<file path="src/rtl/shift_add_multiplier.sv">
// Sequential shift-and-add multiplier: sign-magnitude operands, one partial product per clock,
// optional early exit once the remaining multiplier bits are all zero.
module shift_add_multiplier #(
  parameter int WIDTH      = 8,
  parameter int EARLY_TERM = 1
) (
  input  logic                 clk,
  input  logic                 rst,
  input  logic                 start,
  input  logic                 signed_mode,
  input  logic [WIDTH-1:0]     multiplicando,
  input  logic [WIDTH-1:0]     multiplicador,
  output logic                 busy,
  output logic                 done,
  output logic [2*WIDTH-1:0]   producto,
  output logic [1:0]           estado
);

  localparam int CW = $clog2(WIDTH + 1);

  typedef enum logic [1:0] {
    IDLE   = 2'b00,
    CALC   = 2'b01,
    DONE   = 2'b10,
    UNUSED = 2'b11
  } state_t;

  state_t                 state;
  state_t                 state_next;
  logic [2*WIDTH-1:0]     acc;
  logic [2*WIDTH-1:0]     mag_b;
  logic [2*WIDTH-1:0]     acc_sum;
  logic [WIDTH-1:0]       mag_q;
  logic [WIDTH-1:0]       q_shift;
  logic [WIDTH-1:0]       abs_b;
  logic [WIDTH-1:0]       abs_q;
  logic [CW-1:0]          cnt;
  logic [CW-1:0]          cnt_inc;
  logic                   neg;
  logic                   mode;
  logic                   last_iter;

  // Negating the most-negative value yields 2^(WIDTH-1), which is exact as an unsigned magnitude.
  always_comb begin
    abs_b     = (signed_mode && multiplicando[WIDTH-1]) ? -multiplicando : multiplicando;
    abs_q     = (signed_mode && multiplicador[WIDTH-1]) ? -multiplicador : multiplicador;
    acc_sum   = mag_q[0] ? (acc + mag_b) : acc;
    q_shift   = mag_q >> 1;
    cnt_inc   = cnt + 1'b1;
    last_iter = (cnt_inc == CW'(WIDTH)) || ((EARLY_TERM != 0) && (q_shift == '0));
  end

  always_ff @(posedge clk or negedge rst) begin
    if (!rst) begin
      state <= IDLE;
    end else begin
      state <= state_next;
    end
  end

  always_comb begin
    state_next = IDLE;
    case (state)
      IDLE:    state_next = start ? CALC : IDLE;
      CALC:    state_next = last_iter ? DONE : CALC;
      DONE:    state_next = IDLE;
      default: state_next = IDLE;
    endcase
  end

  // Operands are captured only on the accepting edge, so start during CALC/DONE cannot touch them.
  always_ff @(posedge clk or negedge rst) begin
    if (!rst) begin
      acc      <= '0;
      mag_b    <= '0;
      mag_q    <= '0;
      cnt      <= '0;
      neg      <= 1'b0;
      mode     <= 1'b0;
      producto <= '0;
    end else begin
      case (state)
        IDLE: begin
          if (start) begin
            mode  <= signed_mode;
            mag_b <= {{WIDTH{1'b0}}, abs_b};
            mag_q <= abs_q;
            neg   <= signed_mode & (multiplicando[WIDTH-1] ^ multiplicador[WIDTH-1]);
            acc   <= '0;
            cnt   <= '0;
          end
        end
        CALC: begin
          acc   <= acc_sum;
          mag_b <= mag_b << 1;
          mag_q <= q_shift;
          cnt   <= cnt_inc;
          if (last_iter) begin
            producto <= (mode && neg) ? (~acc_sum + 1'b1) : acc_sum;
          end
        end
        default: ;
      endcase
    end
  end

  assign busy   = (state == CALC) || (state == DONE);
  assign done   = (state == DONE);
  assign estado = state;

endmodule

</file>
<file path="config.mk">
export PLATFORM = sky130hd
export DESIGN_NAME = shift_add_multiplier
export DESIGN_NICKNAME = d
export VERILOG_FILES = /design/src/rtl/shift_add_multiplier.sv
export SDC_FILE = /design/constraint.sdc
export NUM_CORES = 1
export LEC_CHECK = 0
export BUFFER_PORTS_ARGS = -buffer_cell sky130_fd_sc_hd__buf_2
export CAP_MARGIN = 20
export CORE_MARGIN = 2
export CORE_UTILIZATION = 39
export CTS_CLUSTER_SIZE = 28
export DETAILED_ROUTE_END_ITERATION = 16
export PLACE_DENSITY = 0.61
export SLEW_MARGIN = 30
export SYNTH_ARGS = -nofsm -noshare
export SYNTH_HDL_FRONTEND = slang
export SYNTH_SLANG_ARGS = --single-unit
</file>
<file path="constraint.sdc">
create_clock -name clk -period 9.18 [get_ports clk]
set_input_delay 0.459 -clock clk [delete_from_list [all_inputs] [get_ports clk]]
set_output_delay 0.459 -clock clk [all_outputs]
set_load 0.01 [all_outputs]
</file>
==> flow_metrics.tcl <==
set metrics [dict create \
    maxCapViolCount 0 \
    place_ws_ps 5890 \
    post-route-period-util 0.342 \
    nets 581 \
    internal_power_uw 784 \
    cts_resized 0 \
    synth_nets 550 \
    p_per_area_nw_per_um2 318 \
    p_leak_uw 0.00215 \
    antenna_left 0 \
    required_ps 9480 \
    slowest_stage "a221oi_2" \
    clk_path_buf_depth 2 \
    top_level_ports 40 \
    syn_area_per_cell_sq_um 8.47 \
    p_clk_frac 0.144 \
    tritoncts.num_buffers 9 \
    floorplan.rows 38 \
    tns_ps 0 \
    grt_max_degree 73 \
    viasPerCell 5.46 \
    h-tree-depth 3 \
    tritoncts "done" \
    crit_arrival_ps 3440 \
    drc 0 \
    core_region_area_sq_um 10800 \
    die_x_um 109 \
    synthCells 507 \
    dieArea_sq_um 11900 \
    grt_pass1_wl_um 17300 \
    ys.flop_type "dfrtp_1" \
    p_comb_frac 0.544 \
    period_needed_ps 3140 \
    worstHoldPathType "in2async" \
    path_delay_family "compound AO/OA/AOI/OAI gates" \
    ir_drop_v 0.000166 \
    status "finished, final reports clean" \
    wire_per_inst_um 15.0 \
    postCtsHoldBufs 0 \
    antenna-diode-count 0 \
    first_iter_violations 237 \
    synth-edff-count 0 \
    grt_pass1_vias 3559 \
    port_buffers 39 \
    gr-usage-all-layers 0.185 \
    grt_antenna_before_repair 0 \
    setup_ws_ps 6040 \
    worst-path-max-fanout 4 \
    p_sw_uw 737 \
    slew_headroom 0.449 \
    cpPeakStageDelay_ps 420 \
    power_frac_seq 0.312 \
    maxSlewViolCount 0 \
    area_growth_pct 11.5 \
    synth_area_leaders "dfrtp_1 (37%), nand2_1 (7.5%), o21ai_0 (6.8%)" \
    dp_hpwl_um 7410 \
    clkTransAtPathRegs_ps 80 \
    ys_async_sr_fraction 1.00 \
    synth_area_sq_um 4300 \
    ys_ff_latch 64 \
    fmax_ghz 0.319 \
    endpoint_kind "register" \
    place_congestion 0.843 \
    cp_cell_sequence "ha_1 > fa_1 > a21o_1 > a221oi_2 > o21ai_2 > xnor2_1 > a31oi_1 > and4bb_4 > or4_1 > nand3_1" \
    synth_top_area_share 0.373 \
    synth_top_area_cell "dfrtp_1" \
    post_synth_num_cell_types 64 \
    clock-sinks 64 \
    setup_viol 0 \
    seq_area_frac_synth 0.373 \
    routed_wl_um 10200 \
    grt_overflow 0 \
    drive_gt1_frac 0.136 \
    yosys_warnings 0 \
    via_count 3728 \
    hold_violations 0 \
    start_util 0.398 \
    first_pass_iters 4 \
    swShare 0.484 \
    cts-root-buf "clkbuf_8" \
    die_y_um 109 \
    rsz0062_at_grt "no" \
    cts_setup_buffers 0 \
    crit_buf_inv 0 \
    worst_pin_slew_ps 827 \
    fin_skew_ps 13.4 \
    clk_latency_ps 360 \
    worst_setup_path_start_kind "register" \
    critical_path_class "reg2reg" \
]
-- cell families after synthesis --
family	Yosys count	synth area share
AND/OR/NAND/NOR	180	0.202
AO/OA/AOI/OAI	170	0.251
flip-flops	64	0.373
buffers and inverters	37	0.0332
XOR/XNOR	25	0.0510
adder cells (fa/ha/maj)	23	0.0687
multiplexers	8	0.0216
-- power groups by stage --
stage | Sequential (uW) | Clock (uW) | Combinational (uW)
finish | 475 | 219 | 827
global route | 493 | 238 | 944
CTS | 475 | 225 | 830
detailed placement | 480 | 0 | 826
global placement | 475 | 0 | 812
floorplan | 455 | 0 | 633
-- flip-flops by register name (all words and copies together), names as in the netlist --
| signal | cells |
|---|---|
| acc | 16 |
| mag_b | 16 |
| producto | 16 |
| mag_q | 8 |
| cnt | 4 |
| estado | 2 |
| mode | 1 |
| neg | 1 |
-- layout make-up --
| type | count | area (sq um) |
|---|---|---|
| Fill cell | 1089 | 6000 |
| Multi-Input combinational cell | 406 | 2560 |
| Sequential cell | 64 | 1600 |
| Timing Repair Buffer | 42 | 218 |
| Tap cell | 140 | 175 |
| Clock buffer | 10 | 138 |
| Inverter | 15 | 56.3 |
| Clock inverter | 6 | 35.0 |
-- worst register-to-register path, delay by kind of cell, from the launching register on --
family | cells | cell delay, ps
AO/OA/AOI/OAI | 4 | 1090
AND/OR/NAND/NOR | 3 | 790
adder cells (fa/ha/maj) | 2 | 640
flip-flops | 1 | 410
XOR/XNOR | 1 | 160
-- metal layers --
metal	vias to the layer above	GRT usage	part of all wire
li1	1903	-	-
met1	1737	0.252	0.49
met2	76	0.295	0.46
met3	12	0.0269	0.034
met4	0	0.0751	0.018
met5	-	0	0
-- worst paths after layout --
path	from	end	slack [ps]	depth (start not counted)
max	mag_b[0]$_DFFE_PN0P_	producto[13]$_DFFE_PN0P_	6040	10
min	rst	producto[0]$_DFFE_PN0P_	270	2
max reg2reg	mag_b[0]$_DFFE_PN0P_	producto[13]$_DFFE_PN0P_	6040	10
min reg2reg	producto[10]$_DFFE_PN0P_	producto[10]$_DFFE_PN0P_	480	2
max in group asynchronous	rst	mag_q[0]$_DFFE_PN0P_	8310	2
min in group clk	start	mode$_DFFE_PN0P_	430	3
-- stage by stage --
stage	instance area, sq um	instances	util	total power, uW	hold WS, ps
finish	4790	683	0.444	1520	269
global route	4790	683	0.444	1670	365
CTS	4790	683	0.443	1530	314
detailed placement	4610	667	0.427	1310	469
global placement	4610	667	0.427	1290	458
floorplan	4300	507	-	1090	163
-- cell usage after synthesis, types with 3 or more instances --
cell type   n
and3_1      5
o21ai_0    58
a31oi_1    10
xnor2_1    14
buf_2       3
o21a_1      9
nand2_1    86
o211ai_1    6
nor3_1     12
nand4b_1    3
o31ai_1     3
a211oi_1    3
a22o_1      4
a21o_1      7
dfrtp_1    64
nand2b_1    4
nor2b_1     3
inv_1      15
xor2_1     11
nor2_1     28
o21ai_1     7
or3_1       6
clkbuf_1   19
mux2i_1     7
ha_1       22
nand3_1    14
a22oi_1     3
nand3b_1    3
a21oi_1    36
-- cell usage in the layout, fill, tap and decap left out, types with 3 or more instances in the layout --
master,netlist,routed
nand3b_1,3,3
nor2b_1,3,3
a21oi_1,36,36
o21ai_1,7,7
inv_1,15,15
nor2_1,28,28
buf_4,0,3
a211oi_1,3,3
clkbuf_8,0,10
and3_1,5,5
o31ai_1,3,3
dfrtp_1,64,63
nand4b_1,3,3
nand3_1,14,14
a22oi_1,3,3
o21a_1,9,9
a31oi_1,10,10
a21o_1,7,7
nor3_1,12,12
or3_1,6,6
xor2_1,11,11
buf_2,3,39
ha_1,22,22
mux2i_1,7,7
xnor2_1,14,14
nand2_1,86,85
o211ai_1,6,6
o21ai_0,58,58
nand2b_1,4,4
clkinv_2,0,4
a22o_1,4,4
Note: power is estimated with default switching activity, not from simulation.
